<file path="config.mk">
export PLATFORM = sky130hd
export DESIGN_NAME = bus_arbiter_rr
export DESIGN_NICKNAME = d
export VERILOG_FILES = /design/src/rtl/bus_arb_pkg.sv /design/src/rtl/rr_priority_picker.sv /design/src/rtl/bus_arbiter_rr.sv
export SDC_FILE = /design/constraint.sdc
export NUM_CORES = 1
export LEC_CHECK = 0
export ABC_AREA = 1
export CORE_MARGIN = 2
export CORE_UTILIZATION = 35
export DETAILED_ROUTE_END_ITERATION = 8
export DONT_BUFFER_PORTS = 1
export PLACE_DENSITY_LB_ADDON = 0.08
export SLEW_MARGIN = 25
export SYNTH_ARGS = -nofsm -noshare
export SYNTH_HDL_FRONTEND = slang
export SYNTH_SLANG_ARGS = --single-unit
export TNS_END_PERCENT = 5
</file>
<file path="constraint.sdc">
create_clock -name clk -period 3.5 [get_ports clk]
set_input_delay 0.525 -clock clk [delete_from_list [all_inputs] [get_ports clk]]
set_output_delay 0.525 -clock clk [all_outputs]
set_load 0.1 [all_outputs]
</file>
<file path="src/rtl/bus_arb_pkg.sv">
// Shared types and constants for the round-robin / fixed-priority bus arbiter.
package bus_arb_pkg;

  localparam int unsigned ARB_FIXED = 0;
  localparam int unsigned ARB_RR    = 1;

  typedef enum logic [1:0] {
    StIdle,
    StGranted,
    StOwned
  } arb_state_e;

  function automatic int unsigned owner_width(input int unsigned n);
    return (n > 2) ? $clog2(n) : 1;
  endfunction

endpackage

</file>
<file path="src/rtl/rr_priority_picker.sv">
// Combinational winner selection: first set request at or after the pointer (round-robin),
// or lowest set index (fixed priority).
module rr_priority_picker
  import bus_arb_pkg::*;
#(
  parameter int unsigned NUM_REQ  = 6,
  parameter int unsigned ARB_MODE = ARB_RR,
  parameter int unsigned OWNER_W  = owner_width(NUM_REQ)
) (
  input  logic [NUM_REQ-1:0] req,
  input  logic [OWNER_W-1:0] ptr,
  output logic [OWNER_W-1:0] winner,
  output logic               any_valid
);

  localparam int unsigned IdxW = OWNER_W + 1;

  logic [IdxW-1:0] start;
  logic [IdxW-1:0] idx;

  always_comb begin
    winner    = '0;
    any_valid = 1'b0;
    start     = (ARB_MODE == ARB_RR) ? {1'b0, ptr} : '0;
    idx       = '0;
    for (int unsigned i = 0; i < NUM_REQ; i++) begin
      // Extra index bit lets start+i exceed NUM_REQ-1 before wrapping back.
      idx = start + IdxW'(i);
      if (idx >= IdxW'(NUM_REQ)) begin
        idx = idx - IdxW'(NUM_REQ);
      end
      if (!any_valid && req[idx[OWNER_W-1:0]]) begin
        any_valid = 1'b1;
        winner    = idx[OWNER_W-1:0];
      end
    end
  end

endmodule

</file>
<file path="src/rtl/bus_arbiter_rr.sv">
// Bus arbiter: grants one requester at a time, holds the grant while the bus is busy and
// revokes a grant that is never used within GRANT_TIMEOUT cycles.
module bus_arbiter_rr
  import bus_arb_pkg::*;
#(
  parameter int unsigned NUM_REQ       = 6,
  parameter int unsigned ARB_MODE      = ARB_RR,
  parameter int unsigned GRANT_TIMEOUT = 16,
  localparam int unsigned OWNER_W      = owner_width(NUM_REQ)
) (
  input  logic               clk,
  input  logic               reset,
  input  logic [NUM_REQ-1:0] in_reqcyc,
  input  logic               in_bus_busy,
  output logic [NUM_REQ-1:0] out_grant,
  output logic [OWNER_W-1:0] out_owner,
  output logic               out_owner_valid,
  output logic               out_timeout
);

  localparam int unsigned WaitW = (GRANT_TIMEOUT > 0) ? $clog2(GRANT_TIMEOUT + 1) : 1;

  arb_state_e         state_q, state_d;
  logic [NUM_REQ-1:0] grant_q, grant_d;
  logic [OWNER_W-1:0] owner_q, owner_d;
  logic               valid_q, valid_d;
  logic               timeout_q, timeout_d;
  logic [OWNER_W-1:0] ptr_q, ptr_d;
  logic [WaitW-1:0]   wait_q, wait_d;

  logic [OWNER_W-1:0] winner;
  logic               any_valid;
  logic               owner_req;
  logic               timeout_hit;

  rr_priority_picker #(
    .NUM_REQ  (NUM_REQ),
    .ARB_MODE (ARB_MODE),
    .OWNER_W  (OWNER_W)
  ) u_picker (
    .req       (in_reqcyc),
    .ptr       (ptr_q),
    .winner    (winner),
    .any_valid (any_valid)
  );

  assign owner_req   = in_reqcyc[owner_q];
  assign timeout_hit = (GRANT_TIMEOUT != 0) && (wait_q == WaitW'(GRANT_TIMEOUT));

  always_ff @(posedge clk or negedge reset) begin
    if (!reset) begin
      state_q   <= StIdle;
      grant_q   <= '0;
      owner_q   <= '0;
      valid_q   <= 1'b0;
      timeout_q <= 1'b0;
      ptr_q     <= '0;
      wait_q    <= '0;
    end else begin
      state_q   <= state_d;
      grant_q   <= grant_d;
      owner_q   <= owner_d;
      valid_q   <= valid_d;
      timeout_q <= timeout_d;
      ptr_q     <= ptr_d;
      wait_q    <= wait_d;
    end
  end

  always_comb begin
    state_d = state_q;
    unique case (state_q)
      StIdle: begin
        if (any_valid) state_d = StGranted;
      end
      StGranted: begin
        if (in_bus_busy) begin
          state_d = StOwned;
        end else if (!owner_req || timeout_hit) begin
          state_d = StIdle;
        end
      end
      StOwned: begin
        if (!in_bus_busy) state_d = StIdle;
      end
      default: state_d = StIdle;
    endcase
  end

  always_comb begin
    grant_d   = grant_q;
    owner_d   = owner_q;
    valid_d   = valid_q;
    timeout_d = 1'b0;
    ptr_d     = ptr_q;
    wait_d    = wait_q;
    unique case (state_q)
      StIdle: begin
        grant_d = '0;
        owner_d = '0;
        valid_d = 1'b0;
        wait_d  = '0;
        if (any_valid) begin
          grant_d[winner] = 1'b1;
          owner_d         = winner;
          valid_d         = 1'b1;
          wait_d          = WaitW'(1);
          if (ARB_MODE == ARB_RR) begin
            ptr_d = (winner == OWNER_W'(NUM_REQ - 1)) ? '0 : winner + 1'b1;
          end
        end
      end
      StGranted: begin
        if (in_bus_busy) begin
          wait_d = '0;
        end else if (!owner_req || timeout_hit) begin
          grant_d   = '0;
          owner_d   = '0;
          valid_d   = 1'b0;
          wait_d    = '0;
          // A requester that withdraws on the deadline cycle is a normal release.
          timeout_d = owner_req;
        end else if (wait_q != '1) begin
          wait_d = wait_q + 1'b1;
        end
      end
      StOwned: begin
        wait_d = '0;
        if (!in_bus_busy) begin
          grant_d = '0;
          owner_d = '0;
          valid_d = 1'b0;
        end
      end
      default: begin
        grant_d = '0;
        owner_d = '0;
        valid_d = 1'b0;
        wait_d  = '0;
      end
    endcase
  end

  assign out_grant       = grant_q;
  assign out_owner       = owner_q;
  assign out_owner_valid = valid_q;
  assign out_timeout     = timeout_q;

endmodule

</file>
Word level (Yosys, flattened, before mapping)

Index checks and enable logic that the tools add are counted.

Output and inout port bits: 11
Flip-flop bits (word level): 21
Bits of input ports: 9

Mux-type cells: 63
Equality and inequality tests: 11
Add/sub/neg operators: 13
Order comparisons: 15
Reductions and logical operators: 17

Operators by type and width:

| cell                                                                                | count |
|---|---|
| 3-bit two-way mux                                                                   | 17 |
| 3-bit by 4-bit less-than comparator with 1-bit output, second input constant        | 8 |
| 6-bit two-way mux                                                                   | 4 |
| 1-bit two-way mux                                                                   | 22 |
| 1-bit binary-select mux with 3-bit select                                           | 7 |
| 4-bit by 3-bit greater-or-equal comparator with 1-bit output, second input constant | 5 |
| 6-bit one-hot mux with 3 select lines                                               | 1 |
| 3-bit subtractor, second input constant                                             | 6 |
| 5-bit two-way mux                                                                   | 3 |
| 5-bit one-hot mux with 2 select lines                                               | 1 |
| 3-bit one-hot mux with 3 select lines                                               | 1 |
| 3-bit by 2-bit adder with 4-bit output, second input constant                       | 2 |
| 3-bit by 3-bit adder with 4-bit output, second input constant                       | 2 |
| 2-bit two-way mux                                                                   | 4 |
| 2-bit inequality test, second input constant                                        | 4 |
| 1-bit logical AND                                                                   | 6 |
| 1-bit logical NOT                                                                   | 6 |
| 2-bit one-hot mux with 3 select lines                                               | 1 |
| 3-bit AND reduction                                                                 | 2 |
| 5-bit by 1-bit adder with 5-bit output, second input constant                       | 1 |
| 5-bit == test, second input constant                                                | 1 |
| 5-bit inequality test, second input constant                                        | 1 |
| 3-bit by 1-bit adder with 4-bit output, second input constant                       | 1 |
| 4-bit inequality test, second input constant                                        | 1 |
| 12 further kinds                                                                    | 12 |

Longest topological paths before layout

Depth in word-level cells: 26
Gate-level depth with buffers: 20

By module

From an unflattened synthesis, not the netlist that was laid out.

Cell total of the unflattened synthesis: 299
Area total of the unflattened synthesis: 1964.4 um2

By module, submodules not included:

| module             | cells an instance | area each (um2) | times used | sequential area each (um2) |
|---|---|---|---|---|
| bus_arbiter_rr     | 129               | 1043.5          | 1          | 525.5 |
| rr_priority_picker | 170               | 920.9           | 1          | 0.0 |

Least setup slack after synthesis

Ideal clock, no wire load.

Path kind: flip-flop to flip-flop
From: reg ptr_q[0]
To: reg ptr_q[1]
Cell stages (with the launch flop): 17
Data required time: 3.379 ns
Slack: 1.123 ns
Clock period less this slack: 2.377 ns
Data arrival time: 2.256 ns
Cell sequence: dfrtp_1 inv_2 ha_1 inv_1 or2_0 nand2_1 nand3_1 nand2_1 nand3_1 nand3_2 inv_2 nor2_4 nand4_1 nand2_2 nor2_4 a21oi_1 nand2_1

Word-level cells in the longest chain between the ends: 22
Elaborated cells between the ends (all ways): 61

Ends and longest elaborated chain:

| what                                                                                            | line                 | RTL |
|---|---|---|
| start, declared                                                                                 | bus_arbiter_rr.sv:28 | `logic [OWNER_W-1:0] ptr_q, ptr_d;` |
| start signal, assigned                                                                          | bus_arbiter_rr.sv:65 | `ptr_q <= ptr_d;` |
| parallel branches: the longest is 22 deep, another holds 3-bit by 1-bit adder with 4-bit output | --                   |  |

Parallel ways; which one is timed is not known. The select of a mux whose other input is x is not followed.
A chain may end at the register's enable or synchronous reset.

Worst setup path after layout

Same ends and word-level chain as after synthesis.

==> results.py <==
metrics = {
    "status": {
        "status": "complete, no violations",
    },
    "logic_synthesis": {
        "postSynthCellCount": 257,
        "syn_nets": 277,
        "yosysSeqAreaShare_pct": 29.1,
        "ys_ff_latch": 21,
        "ys_types": 28,
        "netlist_area_um2": 1800,
        "synth_area_leader_cell": "dfrtp_1",
        "yosysWarnings": 0,
        "syn_avg_cell_area_um2": 7.02,
        "ys_top_cells_by_area": "dfrtp_1, nand2_1, nand3_1",
        "synth_top_area_share_pct": 29.1,
    },
    "routing": {
        "ant_nets": 0,
        "avgRoutedWirePerCell_um": 12.3,
        "drc": 0,
        "dr.pass1.iters": 4,
        "vias": 1621,
        "routed_wl_um": 4090,
        "avgViaCountPerCell": 4.85,
        "drtIter0Drc": 78,
    },
    "timing": {
        "slew_headroom_pct": 38.8,
        "holdWs_ns": 0.210,
        "hold_violations": 0,
        "setup_tns_ns": 0,
        "setup_violations": 0,
        "period_share_pct": 85.1,
        "finalClockSkew_ns": 0.00184,
        "fmax_ghz": 0.336,
        "slew_viol_final": 0,
        "fin_crit_ns": 2.98,
        "rsz0062_at_grt": "no",
        "worst_slew_pin_slew_ns": 0.918,
    },
    "layout": {
        "multi_input_area_um2": 1120,
        "fillers": 535,
        "seq_area_um2": 526,
        "design_area_um2": 1960,
        "diodes": 0,
        "drive_gt1_share_pct": 15.5,
        "syn_to_final_growth_pct": 8.67,
        "stdcell_count": 334,
        "nets": 285,
    },
    "cts": {
        "clkSinkCount": 21,
        "htree_levels": 1,
        "cts_tree": "done",
        "cts_setup_buffers": 0,
        "cts_buffers": 3,
        "clk_root_buffer_cell": "clkbuf_8",
        "clkTransAtPathRegs_ns": 0.08,
        "cts_resized": 0,
        "clock_path_buffers": 2,
        "holdBufCountCts": 1,
        "clk-insertion-delay-late_ns": 0.26,
    },
    "worst_setup_path": {
        "crit_fanout": 16,
        "setup.worst_path.end_class": "flip-flop",
        "cp.arrival_ns": 3.13,
        "required_ns": 3.65,
        "critPathLaunchType": "flip-flop",
        "crit_type": "flip-flop to flip-flop",
    },
    "run": {
        "drv_cap": 0,
    },
    "global_routing": {
        "grt_max_degree": 22,
        "overflow": 0,
        "grt_usage_pct": 15.7,
        "antenna_found_initial": 0,
        "grt_pass1_wl_um": 7060,
        "grt_pass1_vias": 1495,
    },
    "placed_design": {
        "placed_area_um2": 1910,
        "gp_congestion": 0.810,
        "dp.cells": 329,
        "dpl.hpwl_um": 3310,
        "placement.io_buffers": 0,
    },
    "floorplanning": {
        "dieArea_um2": 5740,
        "start_util_pct": 35.8,
        "core_area_um2": 5040,
        "ios": 20,
        "fp.dieW_um": 75.8,
        "num_rows": 26,
        "die_h_um": 75.8,
    },
    "min_path": {
        "hp-class": "primary input to async pin",
    },
}
[flip-flops by register name, indices dropped and copies added, names as in the netlist]
register	cells
out_grant	6
out_owner	3
out_owner_valid	1
out_timeout	1
ptr_q	3
state_q	2
wait_q	5
[layout make-up]
class | count | share of cell area (%)
tap | 70 | 4.47
timing repair buffer | 4 | 1.40
multi-input combinational | 195 | 57.3
clock buffer | 3 | 2.11
inverter | 40 | 7.66
sequential | 21 | 26.8
clock inverter | 1 | 0.255
[per-stage QoR]
stage,setup slack [ns],utilization [%]
final,0.523,38.9
after global routing,0.0810,38.9
after CTS,0.488,39.0
after detailed placement,0.508,37.8
after global placement,0.555,37.8
after floorplan,1.12,-
[worst max-delay path: stages (launching register included)]
cell and delay (ns):
dfrtp_1 0.63, inv_2 0.16, ha_1 0.44, inv_1 0.13, or2_0 0.21, nand2_1 0.08
nand3_1 0.08, nand2_1 0.11, nand3_1 0.08, nand3_2 0.13, inv_2 0.06, nor2_4 0.17
nand4_1 0.15, nand2_2 0.18, nor2_4 0.07, a21oi_1 0.13, nand2_1 0.06
[routing by layer]
metal / share of wire, % / GRT usage (%)
met5: 0 / 0
met4: 1.3 / 4.48
met3: 3.5 / 1.98
met2: 46 / 25.1
met1: 49 / 22.2
[cells in the final DEF, fill, tap and decap left out, types with 3 or more instances in the layout]
cell and instances:
a21oi_1 6, buf_4 3, clkbuf_8 3, dfrtp_1 21
ha_1 11, inv_1 31, inv_2 9, nand2_1 69
nand2_2 7, nand2_4 3, nand3_1 30, nand3_2 4
nand4_1 5, nor2_1 12, nor2_2 4, nor3_1 3
o211ai_1 5, o21ai_0 8, o21ai_1 10, o22ai_1 3
xor2_1 3
[path summary, 6_finish.rpt]
kind / slack (ns) / cells after the start / from / to
min in group clk: 0.33 / 1 / in_bus_busy / out_timeout$_DFF_PN0_
worst min-delay path: 0.21 / 1 / reset / out_grant[3]$_DFFE_PN0P_
worst max register to register: 0.52 / 16 / ptr_q[0]$_DFFE_PN0P_ / ptr_q[1]$_DFFE_PN0P_
worst max-delay path: 0.52 / 16 / ptr_q[0]$_DFFE_PN0P_ / ptr_q[1]$_DFFE_PN0P_
worst min register to register: 0.57 / 2 / wait_q[4]$_DFFE_PN0P_ / wait_q[4]$_DFFE_PN0P_
max in group asynchronous: 2.97 / 1 / reset / state_q[1]$_DFFE_PN0P_
[cell families after synthesis]
kind of cell,Yosys count,synth area share [%]
flip-flops,21,29.1
XOR/XNOR,5,2.43
AND/OR/NAND/NOR,146,41.9
adder cells (fa/ha/maj),11,7.63
AO/OA/AOI/OAI,33,10.3
buffers and inverters,41,8.60
[Yosys cell counts (all sizes together)]
cell     number
nand2        79
inv          40
nand3        36
dfrtp        21
nor2         18
o21ai        18
ha           11
nand4         7
a21oi         6
o211ai        5
nor3          3
o22ai         3
xor2          3
nand3b        2
xnor2         2
buf           1
o2111ai       1
or2           1
Power is left out: the tool's default activity adds up to more than one toggle a clock period on the data nets, which glitch-free logic cannot reach.
